--- src/rtl/mips_isa_pkg.sv ---
// Shared MIPS ISA definitions: operation codes, opcode/funct maps, word layouts and encoder FSM states.
package mips_isa_pkg;

  localparam int unsigned WORD_W = 32;

  typedef enum logic [3:0] {
    OP_ADD   = 4'd0,
    OP_AND   = 4'd1,
    OP_MULTU = 4'd2,
    OP_OR    = 4'd3,
    OP_SLL   = 4'd4,
    OP_SRA   = 4'd5,
    OP_SRL   = 4'd6,
    OP_SUB   = 4'd7,
    OP_XOR   = 4'd8,
    OP_ADDI  = 4'd9,
    OP_ANDI  = 4'd10,
    OP_ORI   = 4'd11,
    OP_XORI  = 4'd12,
    OP_SW    = 4'd13,
    OP_LW    = 4'd14
  } op_e;

  // Primary opcodes, identical to the decoder's map
  localparam logic [5:0] OPC_RTYPE = 6'b000000;
  localparam logic [5:0] OPC_ADDI  = 6'b001000;
  localparam logic [5:0] OPC_ANDI  = 6'b001100;
  localparam logic [5:0] OPC_ORI   = 6'b001101;
  localparam logic [5:0] OPC_XORI  = 6'b001110;
  localparam logic [5:0] OPC_SW    = 6'b101011;
  localparam logic [5:0] OPC_LW    = 6'b100011;

  // R-type funct field values
  localparam logic [5:0] FN_ADD   = 6'b100000;
  localparam logic [5:0] FN_AND   = 6'b100100;
  localparam logic [5:0] FN_MULTU = 6'b011001;
  localparam logic [5:0] FN_OR    = 6'b100101;
  localparam logic [5:0] FN_SLL   = 6'b000000;
  localparam logic [5:0] FN_SRA   = 6'b000011;
  localparam logic [5:0] FN_SRL   = 6'b000010;
  localparam logic [5:0] FN_SUB   = 6'b100010;
  localparam logic [5:0] FN_XOR   = 6'b100110;

  typedef struct packed {
    logic [5:0] opcode;
    logic [4:0] rs;
    logic [4:0] rt;
    logic [4:0] rd;
    logic [4:0] shamt;
    logic [5:0] funct;
  } rtype_t;

  typedef struct packed {
    logic [5:0]  opcode;
    logic [4:0]  rs;
    logic [4:0]  rt;
    logic [15:0] imm;
  } itype_t;

  typedef enum logic [1:0] {
    ST_IDLE  = 2'd0,
    ST_LOAD  = 2'd1,
    ST_FLUSH = 2'd2,
    ST_DONE  = 2'd3
  } state_e;

endpackage

--- src/rtl/instr_field_encode.sv ---
// Combinational op + fields -> 32-bit MIPS word; flags codes with no encoding.
module instr_field_encode
  import mips_isa_pkg::*;
(
  input  op_e          op,
  input  logic [4:0]   rs,
  input  logic [4:0]   rt,
  input  logic [4:0]   rd,
  input  logic [4:0]   shamt,
  input  logic [15:0]  imm,
  output logic [WORD_W-1:0] word,
  output logic         illegal
);

  rtype_t rtype;
  itype_t itype;
  logic   is_r;

  always_comb begin
    illegal      = 1'b0;
    is_r         = 1'b1;
    rtype        = '0;
    rtype.opcode = OPC_RTYPE;
    rtype.rs     = rs;
    rtype.rt     = rt;
    rtype.rd     = rd;
    itype        = '0;
    itype.rs     = rs;
    itype.rt     = rt;
    itype.imm    = imm;
    // Shifts take shamt and zero rs; all other R-types keep shamt at zero
    case (op)
      OP_ADD:   rtype.funct = FN_ADD;
      OP_AND:   rtype.funct = FN_AND;
      OP_MULTU: begin rtype.funct = FN_MULTU; rtype.rd = '0; end
      OP_OR:    rtype.funct = FN_OR;
      OP_SLL:   begin rtype.funct = FN_SLL; rtype.rs = '0; rtype.shamt = shamt; end
      OP_SRA:   begin rtype.funct = FN_SRA; rtype.rs = '0; rtype.shamt = shamt; end
      OP_SRL:   begin rtype.funct = FN_SRL; rtype.rs = '0; rtype.shamt = shamt; end
      OP_SUB:   rtype.funct = FN_SUB;
      OP_XOR:   rtype.funct = FN_XOR;
      OP_ADDI:  begin is_r = 1'b0; itype.opcode = OPC_ADDI; end
      OP_ANDI:  begin is_r = 1'b0; itype.opcode = OPC_ANDI; end
      OP_ORI:   begin is_r = 1'b0; itype.opcode = OPC_ORI;  end
      OP_XORI:  begin is_r = 1'b0; itype.opcode = OPC_XORI; end
      OP_SW:    begin is_r = 1'b0; itype.opcode = OPC_SW;   end
      OP_LW:    begin is_r = 1'b0; itype.opcode = OPC_LW;   end
      default:  illegal = 1'b1;
    endcase
    word = illegal ? '0 : (is_r ? WORD_W'(rtype) : WORD_W'(itype));
  end

endmodule

--- src/rtl/instr_stream_encoder.sv ---
// Streams symbolic ops into encoded MIPS words written sequentially to instruction memory.
// Optional INSTR_CHECKSUM_EN adds a running XOR of all written words.
module instr_stream_encoder
  import mips_isa_pkg::*;
#(
  parameter int unsigned       ADDR_W    = 32,
  parameter logic [ADDR_W-1:0] BASE_ADDR = '0,
  parameter int unsigned       DEPTH     = 256,
  localparam int unsigned      CNT_W     = $clog2(DEPTH + 1)
) (
  input  logic              clk,
  input  logic              rst_n,
  input  logic              start,
  input  logic              op_valid,
  output logic              op_ready,
  input  logic [3:0]        op,
  input  logic              op_last,
  input  logic [4:0]        rs,
  input  logic [4:0]        rt,
  input  logic [4:0]        rd,
  input  logic [4:0]        shamt,
  input  logic [15:0]       imm,
  output logic              imem_we,
  input  logic              imem_ready,
  output logic [ADDR_W-1:0] imem_addr,
  output logic [WORD_W-1:0] imem_wdata,
  output logic [CNT_W-1:0]  word_count,
  output logic              done,
  output logic              err
`ifdef INSTR_CHECKSUM_EN
  ,
  output logic [WORD_W-1:0] checksum
`endif
);

  state_e              state_q, state_d;
  logic                out_valid_q;
  logic [WORD_W-1:0]   out_data_q;
  logic [ADDR_W-1:0]   out_addr_q;
  logic [CNT_W-1:0]    issued_q;
  logic [CNT_W-1:0]    count_q;
  logic                err_q;
  logic                done_q;

  logic [WORD_W-1:0]   enc_word;
  logic                enc_illegal;
  logic                wr_done, op_fire, start_fire, full, load_word;

  instr_field_encode u_field_encode (
    .op      (op_e'(op)),
    .rs      (rs),
    .rt      (rt),
    .rd      (rd),
    .shamt   (shamt),
    .imm     (imm),
    .word    (enc_word),
    .illegal (enc_illegal)
  );

  assign wr_done    = out_valid_q & imem_ready;
  assign op_ready   = (state_q == ST_LOAD) & (~out_valid_q | imem_ready);
  assign op_fire    = op_valid & op_ready;
  assign start_fire = start & (state_q == ST_IDLE);
  // issued_q counts words committed to the output register, so it is also the next word index
  assign full       = (issued_q == CNT_W'(DEPTH));
  assign load_word  = op_fire & ~enc_illegal & ~full;

  always_ff @(posedge clk or negedge rst_n) begin
    if (!rst_n) state_q <= ST_IDLE;
    else        state_q <= state_d;
  end

  always_comb begin
    state_d = state_q;
    case (state_q)
      ST_IDLE:  if (start) state_d = ST_LOAD;
      ST_LOAD:  if (op_fire && op_last) state_d = ST_FLUSH;
      ST_FLUSH: if (!out_valid_q || imem_ready) state_d = ST_DONE;
      ST_DONE:  state_d = ST_IDLE;
      default:  state_d = ST_IDLE;
    endcase
  end

  // Single-entry output register; reloads in the same cycle its word drains
  always_ff @(posedge clk or negedge rst_n) begin
    if (!rst_n) begin
      out_valid_q <= 1'b0;
      out_data_q  <= '0;
      out_addr_q  <= '0;
      issued_q    <= '0;
      count_q     <= '0;
      err_q       <= 1'b0;
      done_q      <= 1'b0;
    end else begin
      done_q <= (state_d == ST_DONE);
      if (start_fire) begin
        issued_q <= '0;
        count_q  <= '0;
        err_q    <= 1'b0;
      end
      if (load_word) begin
        out_valid_q <= 1'b1;
        out_data_q  <= enc_word;
        out_addr_q  <= BASE_ADDR + ADDR_W'({issued_q, 2'b00});
        issued_q    <= issued_q + CNT_W'(1);
      end else if (wr_done) begin
        out_valid_q <= 1'b0;
      end
      if (wr_done && (count_q != CNT_W'(DEPTH))) count_q <= count_q + CNT_W'(1);
      if (op_fire && (enc_illegal || full)) err_q <= 1'b1;
    end
  end

  assign imem_we    = out_valid_q;
  assign imem_addr  = out_addr_q;
  assign imem_wdata = out_data_q;
  assign word_count = count_q;
  assign err        = err_q;
  assign done       = done_q;

`ifdef INSTR_CHECKSUM_EN
  logic [WORD_W-1:0] csum_q;

  // Only writes change it, so it naturally holds from DONE until the next start
  always_ff @(posedge clk or negedge rst_n) begin
    if (!rst_n)          csum_q <= '0;
    else if (start_fire) csum_q <= '0;
    else if (wr_done)    csum_q <= csum_q ^ out_data_q;
  end

  assign checksum = csum_q;
`endif

endmodule

--- config.mk ---
export PLATFORM = sky130hd
export DESIGN_NAME = instr_stream_encoder
export DESIGN_NICKNAME = d
export VERILOG_FILES = /design/src/rtl/mips_isa_pkg.sv /design/src/rtl/instr_field_encode.sv /design/src/rtl/instr_stream_encoder.sv
export SDC_FILE = /design/constraint.sdc
export NUM_CORES = 1
export LEC_CHECK = 0
export ABC_AREA = 1
export ABC_CLOCK_PERIOD_IN_PS = 1300
export BUFFER_PORTS_ARGS = -buffer_cell sky130_fd_sc_hd__buf_2
export CORE_MARGIN = 1
export CORE_UTILIZATION = 40
export CTS_CLUSTER_SIZE = 14
export DETAILED_ROUTE_END_ITERATION = 6
export PLACE_DENSITY = 0.77
export SLEW_MARGIN = 5
export SYNTH_ARGS = -nofsm -noshare
export SYNTH_HDL_FRONTEND = slang
export SYNTH_SLANG_ARGS = --single-unit
--- constraint.sdc ---
create_clock -name clk -period 1.3 [get_ports clk]
set_input_delay 0.065 -clock clk [delete_from_list [all_inputs] [get_ports clk]]
set_output_delay 0.065 -clock clk [all_outputs]
set_load 0.05 [all_outputs]
* Word-level counts from Yosys, hierarchy flattened
Cells that the tools add are included.
** Cells by class
- Div/mod/pow operators :: 0
- Reduce and logical (&&, ||, !) cells :: 15
- $lt $le $gt $ge :: 0
- Mux-type cells :: 19
- Add/subtract/negate cells :: 2
- Equality and inequality tests :: 20
- Multiply operators :: 0
- Bitwise logic cells :: 9
- Shifts and indexed selects :: 0
** Operators by type and width (count)
- $mux W32 :: 2
- $pmux W6 S8 :: 1
- $pmux W6 S6 :: 1
- $eq A4 B4 Y1 const B :: 7
- $mux W9 :: 3
- $add A9 B1 Y9 const B :: 2
- $eq A4 B3 Y1 const B :: 4
- $mux W5 :: 3
- $reduce_or A15 Y1 :: 1
- $eq A9 B9 Y1 const B :: 1
- $ne A9 B9 Y1 const B :: 1
- $eq A4 B2 Y1 const B :: 2
- $pmux W2 S4 :: 1
- $reduce_bool A2 Y1 :: 4
- $and A1 B1 Y1 :: 6
- $eq A2 B2 Y1 const B :: 3
- $mux W2 :: 3
- $reduce_or A6 Y1 :: 1
- $mux W1 :: 5
- $eq A4 B1 Y1 const B :: 1
- $logic_not A4 Y1 :: 1
- $logic_and A1 B1 Y1 :: 3
- $reduce_or A3 Y1 :: 1
- $eq A2 B1 Y1 const B :: 1
- 5 further kinds :: 7
** Word-level totals
- Memories :: 0
- Bits in writable memories :: 0
- Flip-flop bits (word level) :: 64
- Latch bits :: 0
- Logic and storage cells :: 73
- ROM bits :: 0
- Output and inout port bits :: 77
- Bits of input ports :: 46

* Longest topological paths before layout
Gate-level depths: netlist of the first run.
- Word-level depth :: 8
- Mapped depth :: 11
- Mapped depth without buffers :: 9

* Cells and area by module
A second synthesis of the first run with hierarchy kept.
** Second synthesis, totals
- Cell total of the unflattened synthesis :: 518
- Area, all modules :: 3718.6 µm²
** By module, submodules not included
- instr_stream_encoder :: cells an instance 402, seq. area each 1601.5 µm², times used 1, area an instance 3138.0 µm²
- instr_field_encode :: cells an instance 116, seq. area each 0.0 µm², times used 1, area an instance 580.6 µm²

* Worst setup path before layout of the first run
Ideal clock, no wire load.
- Path type :: flip-flop to flip-flop
- Start :: register out_valid_q, in the netlist imem_we
- End :: register out_data_q[29], in the netlist imem_wdata[29]
- Stages on the path, launching flop included :: 10
- Arrival time :: 2.102 ns
- Buffers on the path :: 2
- Path slack :: -0.867 ns
- Library setup time :: 0.065 ns
- Required time :: 1.235 ns
- Cell sequence :: dfrtp_1 > inv_1 > nor2_1 > nor2_1 > nand3_1 > nor2_2 > buf_4 > buf_6 > nand2_1 > nand2_1
** On the way
- Word-level cells in the longest chain between the ends :: 6
** RTL lines
- start: declaration :: line instr_stream_encoder.sv:37 : logic out_valid_q;
- start signal: assignment :: line instr_stream_encoder.sv:87 : out_valid_q <= 1'b0;
- start signal: assignment :: line instr_stream_encoder.sv:102 : out_valid_q <= 1'b1;
- start signal: assignment :: line instr_stream_encoder.sv:107 : out_valid_q <= 1'b0;
- $not A1 Y1 :: line instr_stream_encoder.sv:61 : assign op_ready = (state_q == ST_LOAD) & (~out_valid_q | imem_ready);
- $or A1 B1 Y1 :: line instr_stream_encoder.sv:61
- $and A1 B1 Y1 :: line instr_stream_encoder.sv:61
- via op_ready :: line instr_stream_encoder.sv:15 : output logic op_ready,
- $and A1 B1 Y1 :: line instr_stream_encoder.sv:62 : assign op_fire = op_valid & op_ready;
- $and A1 B1 Y1 (2 in series) :: line instr_stream_encoder.sv:66 : assign load_word = op_fire & ~enc_illegal & ~full;
- end signal: assignment :: line instr_stream_encoder.sv:103 : out_data_q <= enc_word;
- end: declaration :: line instr_stream_encoder.sv:38 : logic [WORD_W-1:0] out_data_q;
The timed path passes the listed nets, and every way through them passes these cells.
A chain may end at the register's enable or synchronous reset.

* Worst setup path in the final report of the first run
- Start :: register issued_q[1]
- End :: register out_data_q[11], in the netlist imem_wdata[11]
** On the way
- Word-level cells in the longest chain between the ends :: 3
** RTL lines
- start: declaration :: line instr_stream_encoder.sv:40 : logic [CNT_W-1:0] issued_q;
- start signal: assignment :: line instr_stream_encoder.sv:105 : issued_q <= issued_q + CNT_W'(1);
- $eq A9 B9 Y1 :: line instr_stream_encoder.sv:65 : assign full = (issued_q == CNT_W'(DEPTH));
- $not A1 Y1 :: line instr_stream_encoder.sv:66
- $and A1 B1 Y1 :: line instr_stream_encoder.sv:66
Every way passes these cells.

==> metrics.txt, run 1 <==
Seq/Total Area, Yosys 46.5%; Top-Level Pins 123; YS warnings 0; Overflow after GRT 0; vias in the first global route ~3300; Pins Over Slew Limit 0; CTS tree yes; critical path's slowest cell dfrtp_1; global-route wire length before repair 15000 um; area of the multi-input gates 0.00176 mm2; Slew Limit Headroom 65.7%; setup TNS -3.32 ns; Row Count 33; Worst Skew roughly 0.0097 ns; Mapped Area 0.00339 mm2; fin crit period 1.43 ns; Post-Syn Instances between 400 and 500; crit end category register; ranking of synthesized cells by area dfrtp_1 46%, nand2_1 19%, nand3_1 6.6%; worst path cell trace inv_2 -> ha_4 -> nand3_4 -> nor2_4 -> inv_2 -> nand2_8 -> buf_12 -> nand2_1 -> nand2_1 -> inv_1; Chip Height 94.1 um; initial antenna violation count 0; layout cells sized above 1 41.1%; Skew-Pair Late Insertion Delay 0.34 ns; WP data required 1.54 ns; M1 WL 4000 um; average routed wire per standard cell 12.9 um; Post-DP HPWL 6460 um; EDFF count, synth 0; maximum vdd drop 1300 uV; core area 0.00822 mm2; # H-tree levels 3; GPL Wtd Cong ~0.85; unique cell type count in the Yosys netlist 23; largest family of logic cells by synthesized area simple AND/OR/NAND/NOR gates; die area ~0.0089 mm2; #FFs+latches synth 63; IO buf count 98; Initial Utilization 41.3%; share of the synthesized area in the top cell type 46.5%; Synth Area in Simple Gates 31.4%; CTS Buf Count 9; RSZ-0062 raised after global routing true; Place WS -0.244 ns; initial DRC count 162; Slowest Stage Delay on Critical Path 0.39 ns; WL final 9510 um; register area 0.00159 mm2; Die W between 90 and 100 um; DRT Pass-1 Iters 4; Final period util 110%; # fillers 696; Max Cap Violations 0; WHS between 0.01 and 0.015 ns; post-synthesis xor/xnor area fraction 0%; largest net degree at the start of global routing 40; most common cell in the netlist nand2_1; drt drc 0; clock sinks between 60 and 70; Worst Tran Pin Value 0.515 ns; Critical Path AT approximately 1.7 ns; outcome finished with violations; startpoint types register; placed instance area 0.00428 mm2; Final nets between 600 and 700; Tot GR Track Use 21.9%; Max FO, Critical Path 12; top cells by count, synth 172 x nand2_1, 63 x dfrtp_1, 50 x inv_1; Clk Tree Root Cell clkbuf_8; PnR worst setup slack -0.129 ns; maximum clock rate 700 MHz; synthesized area per cell 7.37 um2; CP Class register to register; CTS clk-pin slew, worst paths around 0.080 ns; Antenna diodes 0; Final Hold Fails 0; Final Instance Area a little over 0.005 mm2; vias per inst 4.78; cell taking the most area after synthesis dfrtp_1; Min-Delay Path Class primary input to register; Synth Area in Compound Gates 6.68%; Post-DRT Antenna Nets 0; most used flip-flop cell after synthesis dfrtp_1; routed wl met3 477 um; uppermost layer routed met4; Final setup viols 51; via count between 3000 and 4000; WL met2 4840 um; Layout area overhead 49.9%; Clock Tree Buf Depth 2; static leakage ~2.8 nW; adder-cell share of the synthesized area roughly 1.5%; Pwr per Cell Area 2210 mW/mm2; ys async rst share 100%; mux contribution to synthesized area 0%; failing checks negative setup slack
kinds of logic (layout without fill, tap and decap cells):
logic type | after synthesis | after routing
AO/OA/AOI/OAI | 44 | 44
adder cells (fa/ha/maj) | 4 | 4
buffers and inverters | 90 | 238
flip-flops | 63 | 63
AND/OR/NAND/NOR | 258 | 259
other | 1 | 24
layout by cell type (no fill, tap or decap), types with 9 or more instances in the layout:
| master | synthesis | layout |
|---|---|---|
| nand2_1 | 172 | 142 |
| buf_2 | 8 | 96 |
| dfrtp_1 | 63 | 54 |
| buf_4 | 25 | 43 |
| inv_1 | 50 | 41 |
| nand3_1 | 45 | 36 |
| conb_1 | 1 | 24 |
| nand2_2 | 3 | 22 |
| o21ai_1 | 3 | 17 |
| nor2_1 | 25 | 16 |
| dlygate4sd3_1 | 0 | 16 |
| inv_2 | 3 | 12 |
| clkbuf_8 | 0 | 11 |
| nand2_4 | 0 | 10 |
| nor2_4 | 0 | 10 |
| a21oi_1 | 10 | 10 |
| nand3_2 | 1 | 9 |
| dfrtp_2 | 0 | 9 |
area by class of cell:
| type | instances | share of cell area, % |
|---|---|---|
| multi-input combinational | 331 | 34.7 |
| timing repair buffer | 169 | 23.1 |
| clock inverter | 5 | 1.58 |
| clock buffer | 11 | 2.98 |
| tap | 105 | 2.58 |
| sequential | 63 | 31.2 |
| inverter | 53 | 3.91 |
power by group:
| group | internal, mW | switching, mW | leakage (nW) | total [mW] |
|---|---|---|---|---|
| combinational | 2.01 | 4.20 | 1.86 | 6.22 |
| sequential | 2.61 | 0.435 | 0.809 | 3.05 |
| clock | 1.18 | 0.777 | 0.112 | 1.96 |
sequential cells by signal, summed over array words and instances, names as in the netlist:
name / flops
done: 1
err: 1
imem_addr: 9
imem_wdata: 31
imem_we: 1
issued_q: 9
state_q: 2
word_count: 9
critical path, delay by kind of cell, from the launching register on:
kind                       cells  cell delay, ns
and+or+nand+nor                5            0.45
buffers and inverters          4            0.35
adders and majority gates      1            0.14
DFF                            1            0.39
timing repair:
| item | CTS | global route |
|---|---|---|
| resized for setup | 42 | 60 |
| hold endpoints to repair | 76 | 1 |
| pin swaps | 10 | 16 |
| endpoints found under the setup margin | 60 | 61 |
| hold buffers | 15 | 1 |
| buffers inserted | 7 | 5 |
| cloned | 3 | 0 |
per-stage QoR:
step,power [mW],utilization (%),std cells
after global routing,11.9,61.9,737
after detailed placement,8.29,52.0,694
after floorplan,6.82,-,483
final,11.2,61.9,737
after CTS,11.0,59.8,735
after global placement,8.16,52.0,694
worst paths after layout:
kind,start,end,slack (ns),cells after the start
max,issued_q[1],imem_wdata[11],-0.13,10
min,imm[12],imem_wdata[12],0.01,5
min in group asynchronous,rst_n,imem_wdata[15],0.26,3
max in group asynchronous,rst_n,word_count[2],0.56,3
max reg2reg,issued_q[1],imem_wdata[11],-0.13,10
min reg2reg,imem_wdata[16],imem_wdata[16],0.48,2
metal layers:
| metal | vias to the layer above | GRT usage [%] |
|---|---|---|
| li1 | 1721 | - |
| met1 | 1657 | 26.6 |
| met2 | 122 | 37.7 |
| met3 | 22 | 5.83 |
| met4 | 0 | 7.05 |
| met5 | - | 0 |
(Power assumes the default switching activity.)
==> run 2: changes to the inputs <==
Settings changed: ABC_CLOCK_PERIOD_IN_PS 1300 to 1500, PLACE_DENSITY 0.77 to 0.75.
Clock period 1.3 ns to 1.5 ns, I/O delays scaled along.
==> run 2 against run 1 <==
Effect of this change:
- the flow now finishes without violations
- hold slack worse by 0.0014 ns
- register-to-register slack better by 0.17 ns
- combinational power is 23% lower
- largest cell class is now registers
==> metrics.txt, run 2 (synthesized netlist as in run 1, its figures left out) <==
Layout area overhead 35.2%; Skew-Pair Late Insertion Delay 0.33 ns (about the same); Max Cap Violations 0 (unchanged); Worst R2R End imem_wdata[11]; worst path cell trace inv_2 -> ha_4 -> nand3_4 -> nor2_4 -> inv_2 -> nand2_8 -> buf_12 -> nand2_1 -> nand2_1 -> inv_1; CTS tree yes; combinational share of power 54.3% (-1.1 points); flop-to-flop setup slack 0.04 ns (+0.17 ns); Initial Utilization 41.3% (unchanged); Antenna diodes 0 (unchanged); IO buf count 98 (unchanged); Final Instance Area 0.00458 mm2 (-9.8%); max reg flops 31 (unchanged); Worst Skew 0.0111 ns (+0.00146 ns); maximum vdd drop 1170 uV (-10%); Slowest Stage Delay on Critical Path 0.40 ns (about the same); startpoint types register; Final setup viols 0 (-100%); clock sinks 63 (unchanged); Chip Height 94.1 um (unchanged); GPL Wtd Cong 0.807 (-5.6%); initial antenna violation count 0 (unchanged); Post-CTS Setup Inserts 0 (-7); Clock Tree Buf Depth 2 (unchanged); Final nets 641 (-5.3%); CP Class register to register; part of the power in registers 29.7% (+2.5 points); Overflow after GRT 0 (unchanged); vias in the first global route 3048 (-6.2%); Clk network pwr share 16.1% (-1.4 points); Pwr per Cell Area 1910 mW/mm2 (-13%); Max FO, Critical Path 8 (-4); Net Sw Frac 50.2% (+1.9 points); most common cell after layout, fill and taps aside nand2_1; Clk Tree Root Cell clkbuf_8; Critical Path AT 1.69 ns (+0.02 ns); Post-DP HPWL 5780 um (-10%); Internal 4.37 mW (-25%); WP data required 1.73 ns (+0.19 ns); Hold Path End imem_wdata[4]; CP Buf/Inv Count 4 (unchanged); average routed wire per standard cell 12.2 um (-5.4%); vias per inst 4.66 (-2.4%); Final period util 97.2% (-13 points); DRT Pass-1 Iters 4 (unchanged); via count 3270 (-7.2%); layout cells sized above 1 30.5% (-11 points); critical path's top delay family simple AND/OR/NAND/NOR gates; static leakage 2.57 nW (-7.8%); WL final 8560 um (-10%); drt drc 0 (unchanged); Min-Delay Path Class primary input to register; Tot GR Track Use 19.5% (-2.4 points); CTS clk-pin slew, worst paths 0.07 ns (about the same); core area 0.00822 mm2 (unchanged); initial DRC count 148 (-8.6%); critical path's slowest cell dfrtp_1; Top-Level Pins 123 (unchanged); crit end category register; Final Hold Fails 0 (unchanged); largest net degree at the start of global routing 64 (+60%); die area 0.00885 mm2 (unchanged); fin crit period 1.46 ns (+0.0281 ns); hold depth 3 (-2); placed instance area 0.00403 mm2 (-5.9%); HP Start imm[4]; Die W 94.1 um (unchanged); RSZ-0062 raised after global routing true; Worst R2R Path Depth 10 (unchanged); global-route wire length before repair 13400 um (-10%); Pins Over Slew Limit 0 (unchanged); most frequent cells in the layout 163 x nand2_1, 98 x buf_2, 57 x dfrtp_1; maximum clock rate 686 MHz (-1.9%); PnR worst setup slack 0.0425 ns (+0.172 ns); Post-DRT Antenna Nets 0 (unchanged); Psw 4.40 mW (-19%); # H-tree levels 3 (unchanged); Row Count 33 (unchanged); outcome complete, no violations; CTS Buf Count 9 (unchanged); Place WS -0.0286 ns (+0.215 ns); FF-to-FF Start issued_q[1]
-- run 2: cell types whose count changed in the layout (fill, tap and decap cells not counted), sizes merged --
cell         before  now
clkinvlp          2    1
clkinv            1    4
bufinv            2    1
clkbuf           11   14
dlygate4sd3      16   13
buf             153  116
-- run 2: final cells by class --
type,count,area (um2)
Inverter,53,199
Fill cell,758,3630
Clock buffer,10,128
Tap cell,105,131
Multi-Input combinational cell,331,1570
Timing Repair Buffer,133,908
Clock inverter,6,61.3
Sequential cell,63,1580
-- run 2: tightest hold or removal path, stage by stage --
cell and delay [ns]:
buf_2 0.08, a21oi_1 0.03, o21ai_1 0.12
-- run 2: timing repair --
item / 4_1_cts / 5_1_grt
hold buffers: 13 / 0
endpoints found under the hold margin: 75 / 0
endpoints found under the setup margin: 8 / 56
cloned: 0 / 6
pin swaps: 0 / 9
gates resized for setup: 2 / 44
-- run 2: power by group through the flow --
stage / registers, mW / clock network (mW) / logic [mW]
2_1_floorplan: 4.31 / 0 / 1.52
3_3_place_gp: 2.61 / 0 / 4.17
3_5_place_dp: 2.60 / 0 / 4.25
4_1_cts: 2.59 / 1.45 / 4.28
5_1_grt: 2.67 / 1.53 / 5.10
6_report: 2.60 / 1.41 / 4.76
-- run 2: per-layer routing --
layer / vias to the layer above / global-route usage [%] / share of wire, %
li1: 1647 / - / -
met1: 1491 / 25.6 / 45
met2: 122 / 31.5 / 48
met3: 10 / 4.21 / 5.6
met4: 0 / 7.44 / 1.5
met5: - / 0 / 0
-- run 2: worst max path at each step --
stage | start | to | slack, ns | cells past startpoint
final | issued_q[1] | imem_wdata[11] | 0.04 | 10
after detailed placement | issued_q[0] | issued_q[8] | -0.03 | 8
after global placement | issued_q[0] | imem_wdata[15] | 0.06 | 10
after CTS | issued_q[0] | imem_wdata[12] | 0.001 | 9
after floorplan | imem_we | imem_wdata[29] | -0.09 | 9
after global routing | issued_q[1] | issued_q[6] | -0.05 | 8
-- run 2: through the flow --
stage | utilization, % | instances | setup TNS (ns) | hold WS [ns] | power (mW)
after floorplan | - | 483 | -2.46 | -0.221 | 5.83
after global placement | 49.0 | 666 | 0 | 0.116 | 6.78
after detailed placement | 49.0 | 666 | -0.0866 | 0.114 | 6.85
after CTS | 52.9 | 695 | 0 | 0.00996 | 8.32
after global routing | 55.8 | 701 | -0.556 | 0.0269 | 9.30
final | 55.8 | 701 | 0 | 0.0107 | 8.77
